## src/rtl/baud_acq_scheduler_pkg.sv

```systemverilog
// Shared types and reset defaults for the baud/acquisition scheduler.
package baud_acq_scheduler_pkg;

    typedef enum logic {
        IDLE = 1'b0,
        RUN  = 1'b1
    } state_t;

    // Smallest usable round-down slot period in clocks
    localparam int DEF_MIN_PERIOD    = 2;

    localparam int DEFAULT_PERIOD    = 20;
    localparam int DEFAULT_UP_TIME   = 10;
    localparam int DEFAULT_DOWN_TIME = 5;

    typedef struct packed {
        logic [15:0] period;   // N: clocks per round-down slot
        logic [3:0]  up;       // U: slots of N+1 clocks
        logic [3:0]  down;     // D: slots of N clocks
    } cfg_t;

    localparam cfg_t DEFAULT_CFG = '{
        period: 16'(DEFAULT_PERIOD),
        up:     4'(DEFAULT_UP_TIME),
        down:   4'(DEFAULT_DOWN_TIME)
    };

    // Slots per bit; an empty bit still runs as a single slot
    function automatic logic [4:0] slotCount(input cfg_t c);
        logic [4:0] s;
        s = {1'b0, c.up} + {1'b0, c.down};
        return (s == 5'd0) ? 5'd1 : s;
    endfunction

endpackage

```

## src/rtl/baud_acq_scheduler_if.sv

```systemverilog
// Config/control inputs and strobe outputs of the scheduler.
interface baud_acq_scheduler_if;

    logic [15:0] BaudRateGen_i;
    logic [3:0]  RoundUpNum_i;
    logic [3:0]  RoundDownNum_i;
    logic        p_CfgValid_i;
    logic        p_Enable_i;
    logic        p_Restart_i;
    logic        p_AcqSig_o;
    logic        p_MidSig_o;
    logic        p_BaudSig_o;
    logic [4:0]  AcqIdx_o;
    logic        p_Busy_o;

    modport master (
        output BaudRateGen_i, RoundUpNum_i, RoundDownNum_i,
        output p_CfgValid_i, p_Enable_i, p_Restart_i,
        input  p_AcqSig_o, p_MidSig_o, p_BaudSig_o, AcqIdx_o, p_Busy_o
    );

    modport slave (
        input  BaudRateGen_i, RoundUpNum_i, RoundDownNum_i,
        input  p_CfgValid_i, p_Enable_i, p_Restart_i,
        output p_AcqSig_o, p_MidSig_o, p_BaudSig_o, AcqIdx_o, p_Busy_o
    );

endinterface

```

## src/rtl/baud_acq_scheduler_acq_period_counter.sv

```systemverilog
// Slot period counter: counts 0..lastVal, wraps, flags the terminal count.
module acq_period_counter #(
    parameter int CNT_W = 16
) (
    input  logic             clk,
    input  logic             rst,
    input  logic             clr,
    input  logic             en,
    input  logic [CNT_W-1:0] lastVal,
    output logic             tc
);

    logic [CNT_W-1:0] count;

    assign tc = (count == lastVal);

    // Synchronous clear has priority; wrap to zero on terminal count
    always_ff @(posedge clk or posedge rst) begin
        if (rst)
            count <= '0;
        else if (clr)
            count <= '0;
        else if (en)
            count <= tc ? '0 : count + 1'b1;
    end

endmodule

```

## src/rtl/baud_acq_scheduler.sv

```systemverilog
// Bit-timing scheduler: splits each bit into U slots of N+1 clocks followed
// by D slots of N clocks and emits acquisition / mid-bit / bit strobes.
module baud_acq_scheduler
    import baud_acq_scheduler_pkg::*;
#(
    parameter int MIN_PERIOD = DEF_MIN_PERIOD,
    parameter int CNT_W      = 16
) (
    input  logic                 clk,
    input  logic                 rst,
    baud_acq_scheduler_if.slave  bus
);

    state_t           state, nextState;
    cfg_t             cfgIn, pendCfg, pendNext, actCfg;
    logic [4:0]       acqIdx, slotCnt, lastIdx, midIdx;
    logic [CNT_W-1:0] neff, lastVal;
    logic             running, restartNow, tc, acqRaw, baudRaw, loadAct;

    assign cfgIn    = '{period: bus.BaudRateGen_i, up: bus.RoundUpNum_i,
                        down: bus.RoundDownNum_i};
    // A capture in the same cycle as a load is seen by that load
    assign pendNext = bus.p_CfgValid_i ? cfgIn : pendCfg;

    assign running    = (state == RUN) & bus.p_Enable_i;
    assign restartNow = bus.p_Restart_i & bus.p_Enable_i;

    assign slotCnt = slotCount(actCfg);
    assign lastIdx = slotCnt - 5'd1;
    assign midIdx  = slotCnt >> 1;

    // Clamp the period and pick N+1 for the leading U slots
    always_comb begin
        neff = CNT_W'(actCfg.period);
        if (actCfg.period < 16'(MIN_PERIOD))
            neff = CNT_W'(MIN_PERIOD);
        lastVal = (acqIdx < {1'b0, actCfg.up}) ? neff : neff - 1'b1;
    end

    acq_period_counter #(.CNT_W(CNT_W)) uPeriod (
        .clk     (clk),
        .rst     (rst),
        .clr     (~running | restartNow),
        .en      (1'b1),
        .lastVal (lastVal),
        .tc      (tc)
    );

    // A restart aborts the slot, so its terminal count is not reported
    assign acqRaw  = running & tc & ~bus.p_Restart_i;
    assign baudRaw = acqRaw & (acqIdx == lastIdx);

    // State register
    always_ff @(posedge clk or posedge rst) begin
        if (rst)
            state <= IDLE;
        else
            state <= nextState;
    end

    // Next-state: start on enabled restart, fall back to IDLE on disable
    always_comb begin
        nextState = state;
        case (state)
            IDLE:    if (restartNow)        nextState = RUN;
            RUN:     if (!bus.p_Enable_i)   nextState = IDLE;
            default:                        nextState = IDLE;
        endcase
    end

    // Outputs decoded from the counter state, gated by enable/restart
    always_comb begin
        bus.p_Busy_o    = (state == RUN);
        bus.p_AcqSig_o  = acqRaw;
        bus.p_MidSig_o  = acqRaw & (acqIdx == midIdx);
        bus.p_BaudSig_o = baudRaw;
        bus.AcqIdx_o    = acqIdx;
    end

    // Slot index: cleared outside RUN and on restart, wraps at bit end
    always_ff @(posedge clk or posedge rst) begin
        if (rst)
            acqIdx <= '0;
        else if (!running || restartNow)
            acqIdx <= '0;
        else if (acqRaw)
            acqIdx <= (acqIdx == lastIdx) ? 5'd0 : acqIdx + 5'd1;
    end

    // Active config only changes where a bit cannot be split by it
    assign loadAct = (state == IDLE) | restartNow | baudRaw;

    // Pending and active config shadows
    always_ff @(posedge clk or posedge rst) begin
        if (rst) begin
            pendCfg <= DEFAULT_CFG;
            actCfg  <= DEFAULT_CFG;
        end else begin
            pendCfg <= pendNext;
            if (loadAct)
                actCfg <= pendNext;
        end
    end

endmodule

```

## src/flat_wrapper.sv

```systemverilog
// flat-port wrapper written by rule: the top's interface ports become plain ports
module baud_acq_scheduler_flat import baud_acq_scheduler_pkg::*;
#(
    parameter int MIN_PERIOD = DEF_MIN_PERIOD,
    parameter int CNT_W      = 16
)
  (clk, rst, bus_BaudRateGen_i, bus_RoundUpNum_i, bus_RoundDownNum_i, bus_p_CfgValid_i, bus_p_Enable_i, bus_p_Restart_i, bus_p_AcqSig_o, bus_p_MidSig_o, bus_p_BaudSig_o, bus_AcqIdx_o, bus_p_Busy_o);
  baud_acq_scheduler_if bus_i ();
  input  logic clk;
  input  logic rst;
  input wire logic [$bits(bus_i.BaudRateGen_i)-1:0] bus_BaudRateGen_i;
  input wire logic [$bits(bus_i.RoundUpNum_i)-1:0] bus_RoundUpNum_i;
  input wire logic [$bits(bus_i.RoundDownNum_i)-1:0] bus_RoundDownNum_i;
  input wire logic [$bits(bus_i.p_CfgValid_i)-1:0] bus_p_CfgValid_i;
  input wire logic [$bits(bus_i.p_Enable_i)-1:0] bus_p_Enable_i;
  input wire logic [$bits(bus_i.p_Restart_i)-1:0] bus_p_Restart_i;
  output wire logic [$bits(bus_i.p_AcqSig_o)-1:0] bus_p_AcqSig_o;
  output wire logic [$bits(bus_i.p_MidSig_o)-1:0] bus_p_MidSig_o;
  output wire logic [$bits(bus_i.p_BaudSig_o)-1:0] bus_p_BaudSig_o;
  output wire logic [$bits(bus_i.AcqIdx_o)-1:0] bus_AcqIdx_o;
  output wire logic [$bits(bus_i.p_Busy_o)-1:0] bus_p_Busy_o;
  assign bus_i.BaudRateGen_i = bus_BaudRateGen_i;
  assign bus_i.RoundUpNum_i = bus_RoundUpNum_i;
  assign bus_i.RoundDownNum_i = bus_RoundDownNum_i;
  assign bus_i.p_CfgValid_i = bus_p_CfgValid_i;
  assign bus_i.p_Enable_i = bus_p_Enable_i;
  assign bus_i.p_Restart_i = bus_p_Restart_i;
  assign bus_p_AcqSig_o = bus_i.p_AcqSig_o;
  assign bus_p_MidSig_o = bus_i.p_MidSig_o;
  assign bus_p_BaudSig_o = bus_i.p_BaudSig_o;
  assign bus_AcqIdx_o = bus_i.AcqIdx_o;
  assign bus_p_Busy_o = bus_i.p_Busy_o;
  baud_acq_scheduler #(.MIN_PERIOD(MIN_PERIOD), .CNT_W(CNT_W)) u_core (.clk(clk), .rst(rst), .bus(bus_i));
endmodule
```

## config.mk

```make
export PLATFORM = sky130hd
export DESIGN_NAME = baud_acq_scheduler_flat
export DESIGN_NICKNAME = d
export VERILOG_FILES = /design/src/rtl/baud_acq_scheduler_pkg.sv /design/src/rtl/baud_acq_scheduler_if.sv /design/src/rtl/baud_acq_scheduler_acq_period_counter.sv /design/src/rtl/baud_acq_scheduler.sv /design/src/flat_wrapper.sv
export SDC_FILE = /design/constraint.sdc
export NUM_CORES = 1
export LEC_CHECK = 0
export CAP_MARGIN = 10
export CORE_ASPECT_RATIO = 1.4
export CORE_MARGIN = 2
export CORE_UTILIZATION = 61
export DETAILED_ROUTE_END_ITERATION = 8
export PLACE_DENSITY = 0.84
export REMOVE_ABC_BUFFERS = 1
export SYNTH_ARGS = -nofsm -noshare
export SYNTH_HDL_FRONTEND = slang
export SYNTH_SLANG_ARGS = --single-unit
```

## constraint.sdc

```tcl
create_clock -name clk -period 7.5 [get_ports clk]
set_input_delay 2.25 -clock clk [delete_from_list [all_inputs] [get_ports clk]]
set_output_delay 2.25 -clock clk [all_outputs]
set_load 0.005 [all_outputs]
```

==> impl.org <==
** STA
- Summed over all failing endpoints, the final setup total negative slack is 0 ns.
- On the final layout, the worst clock skew is 0.00617 ns.
- The final hold violation count came to 0.
- Worst hold slack across all endpoints :: 0.501 ns
- The number of max-slew violations in the final report came to 0.
- In this run the tightest slew margin relative to its limit is 0.246.
- Setup repair after global routing left no endpoint under its margin.
- At the pin with the least slew margin, the transition time is 1.13 ns.
- Of the available clock period, the critical path in the final layout requires 0.900.
- Setup violations remaining at the end of the flow were counted as 0.
- Final min period :: 6.75 ns
- In the post-route analysis, the smallest setup slack over all paths is 0.750 ns.
- Based on the critical path, the design can be clocked at up to 148 MHz.

** Job
- Across the run, the number of max-cap violations was 0.

** Finish
- Leaving out fill and tap cells, the most frequent cell in the layout is sky130_fd_sc_hd__dfrtp_1.
- # diodes :: 0
- The final layout contains 466 nets.
- Layout cell share with drive strength beyond 1 :: 0.209
- Commonest non-fill, non-tap cells in the layout :: sky130_fd_sc_hd__dfrtp_1, sky130_fd_sc_hd__clkdlybuf4s50_1, sky130_fd_sc_hd__nor2_1, sky130_fd_sc_hd__mux2_2, sky130_fd_sc_hd__xnor2_1
- Count of filler cells inserted in the layout :: 486
- The finished cells cover 0.00481 sq mm.
- Layout-stage area growth over the synthesis result :: 14.1%

** Drt
- Detailed-route wire length per cell :: 16.6 um
- The first TritonRoute pass finished after 5 iterations.
- Detailed routing inserted a total of 3101 vias.
- After detailed routing, the total wire length is 8680 um.
- Once detail routing completed, the nets flagged for antenna violations numbered 0.
- DR iter-0 viols :: 143
- Via density per instance :: 5.94
- In the routed design, unresolved DRC markers number 0.

** Yosys
- Distinct cell type count after synthesis :: 60
- Post-synthesis sequential area ratio :: 0.419
- For this run, asynchronously set or reset flops after synthesis account for 1.00.
- In this run the cell area of the synthesized design comes to 0.00422 sq mm.
- Most used DFF post-synth :: sky130_fd_sc_hd__dfrtp_1
- Post-synth EDFFs :: 0
- During synthesis, Yosys emitted a total of 0 warnings.
- Cell count after synthesis :: 390
- Number of storage elements in the synthesis netlist :: 70
- A synthesized cell averages 10.8 sq um.

** Floorplanning
- The total area inside the core boundary comes to 0.00666 sq mm.
- Die width :: 74.3 um
- Die H :: 102 um
- For this configuration, the core starts out at a cell density of 0.633.
- Row generation in the floorplan step produced 35 rows.
- Top-Level Pins :: 38
- Die Footprint :: 0.00760 sq mm

** Pwr
- Maximum resistive drop on vdd :: 0.154 mV
- Share of total power in the clock network :: 0.270
- Net switching power figure :: 365 uW
- The share of total power dissipated in combinational logic is 0.313.
- Final Power :: 1120 uW
- Part of the total power dissipated in sequential elements :: 0.418
- For this design the static power due to leakage is 0.00197 uW.
- Of the total power, the share spent switching nets is 0.327.
- Ratio of total power to cell area :: 232 mW/mm^2
- Internal Pwr Total :: 751 uW

** Place
- IO buf count :: 37
- Final weighted congestion of routability-driven global placement :: 0.901
- Detailed Place HPWL :: 6200 um
- Worst slack at placement :: 1.14 ns
- Placed cell areas :: 0.00462 sq mm

** Worst setup path
- Critical path launch point type :: register
- The worst setup path is captured at an output pin.
- The signal on the critical path passes through nor4_2, nand2_2, o21ai_1, ha_1, nand2b_1, nor3_1, a31oi_1, o32ai_1, a31oi_1, and4bb_1, nand4b_4, nor2_1, and4_1, clkdlybuf4s50_1.
- In this run the number of cells on the critical path is 14.
- For this design, the slowest cell found on the critical path is sky130_fd_sc_hd__nor4_2.
- Delay of the slowest cell on the worst path :: 0.60 ns
- The worst setup path is of the reg -> out kind.
- The cell that appears most often on the critical path is sky130_fd_sc_hd__a31oi_1.
- In this run the worst path has a maximum fanout of 8.
- Worst EP arrival :: 4.50 ns
- The worst register-to-register path has a depth of 17.
- Buffers plus inverters on the worst setup path :: 1
- The kind of cell with the highest combined delay along the critical path is simple AND/OR/NAND/NOR gates.
- STA puts the critical path data required time at 5.25 ns.

** Global routing
- Total global routing overflow :: 0
- Via count of the first global-routing pass :: 3134
- The number of antenna violations at the first check in global routing is 0.
- Total global-route track usage :: 0.253
- Entering global routing, the biggest net connects 71 pins.
- The first global-routing pass estimated 14600 um of wire.

** Status
- Run status :: completed

** Clock tree
- CTS Sinks :: 70
- Clock buffer count from CTS :: 9
- # Post-CTS Setup Buffers :: 0
- The clock passes through at most 2 buffers.
- In this run the clock root is driven by a sky130_fd_sc_hd__clkbuf_8.
- Clock transition at the register clock pins on the worst setup and hold paths after CTS :: 0.07 ns
- Post-CTS repair changed the size of 0 cells.
- After clock tree synthesis, the flow added hold-fix buffers numbering 0.
- H-Tree Depth :: 3
- At the later pin of the worst-skew pair, clock insertion delay measures 0.35 ns.
- Clock tree from TritonCTS :: yes

** Hold path
- Number of cells on the worst hold path :: 1
- The tightest min-delay check is of the reg -> reg type.
-- power groups by stage --
stage / combinational (uW) / sequential [uW] / clock (uW)
3_5_place_dp: 345 / 472 / 0
6_report: 349 / 466 / 301
2_1_floorplan: 276 / 457 / 0
5_1_grt: 382 / 471 / 323
3_3_place_gp: 333 / 470 / 0
4_1_cts: 347 / 466 / 304
-- cells by family (layout without fill, tap and decap cells) --
group                      count (synthesis)  count (layout)  synth area share
AOI/OAI and AO/OA                         56              56            0.0971
xor gates and xnor gates                  41              41            0.0852
adders and majority gates                 12              12            0.0374
buffers and inverters                     30              70            0.0356
DFF                                       70              70             0.419
muxes                                     50              50             0.151
and+or+nand+nor                          131             131             0.175
-- cells in the mapped netlist, types with 6 or more instances --
cell | n | area, sq um
sky130_fd_sc_hd__a21oi_1 | 7 | 35.0
sky130_fd_sc_hd__clkbuf_1 | 6 | 22.5
sky130_fd_sc_hd__dfrtp_1 | 58 | 1450
sky130_fd_sc_hd__dfstp_2 | 12 | 315
sky130_fd_sc_hd__ha_1 | 11 | 138
sky130_fd_sc_hd__inv_1 | 16 | 60.1
sky130_fd_sc_hd__mux2_2 | 28 | 315
sky130_fd_sc_hd__mux2_4 | 20 | 300
sky130_fd_sc_hd__nand2_1 | 22 | 82.6
sky130_fd_sc_hd__nand3_1 | 18 | 90.1
sky130_fd_sc_hd__nor2_1 | 35 | 131
sky130_fd_sc_hd__nor3_1 | 6 | 30.0
sky130_fd_sc_hd__o21ai_0 | 12 | 60.1
sky130_fd_sc_hd__xnor2_1 | 27 | 236
sky130_fd_sc_hd__xor2_1 | 14 | 123
-- metrics by stage --
stage,instances,util
final,522,0.722
after global routing,522,0.722
after CTS,522,0.722
after detailed placement,506,0.694
after global placement,506,0.694
after floorplan,376,-
-- final timing paths --
path	startpoint	endpoint	slack (ns)
min in group asynchronous	rst	u_core.actCfg[3]	2.49
max in group asynchronous	rst	u_core.uPeriod.count[5]	4.43
hold / removal	u_core.pendCfg[17]	u_core.pendCfg[17]	0.50
setup reg to reg	u_core.actCfg[0]	u_core.actCfg[21]	2.41
setup / recovery	u_core.actCfg[14]	bus_p_MidSig_o	0.75
hold reg to reg	u_core.pendCfg[17]	u_core.pendCfg[17]	0.50
-- flip-flops by register name, summed over array words and instances (netlist names) --
| register | cells |
|---|---|
| u_core.pendCfg | 24 |
| u_core.bus.AcqIdx_o | 5 |
| u_core.uPeriod.count | 16 |
| u_core.actCfg | 24 |
| u_core.bus.p_Busy_o | 1 |
-- routing by layer --
layer  vias up  GRT usage  wire [um]
met2        82      0.451       4660
li1       1462          -          -
met3        19     0.0562        294
met1      1538      0.290       3530
met5         -          0          0
met4         0      0.104        200
-- final cells by class --
cell class	instances	area (sq um)	area share
Inverter	16	60.1	0.0125
Timing Repair Buffer	38	378	0.0786
Tap cell	92	115	0.0239
Clock buffer	11	131	0.0273
Clock inverter	5	58.8	0.0122
Multi-Input combinational cell	290	2300	0.478
Sequential cell	70	1770	0.367
Power figures use the tool's default switching activity.
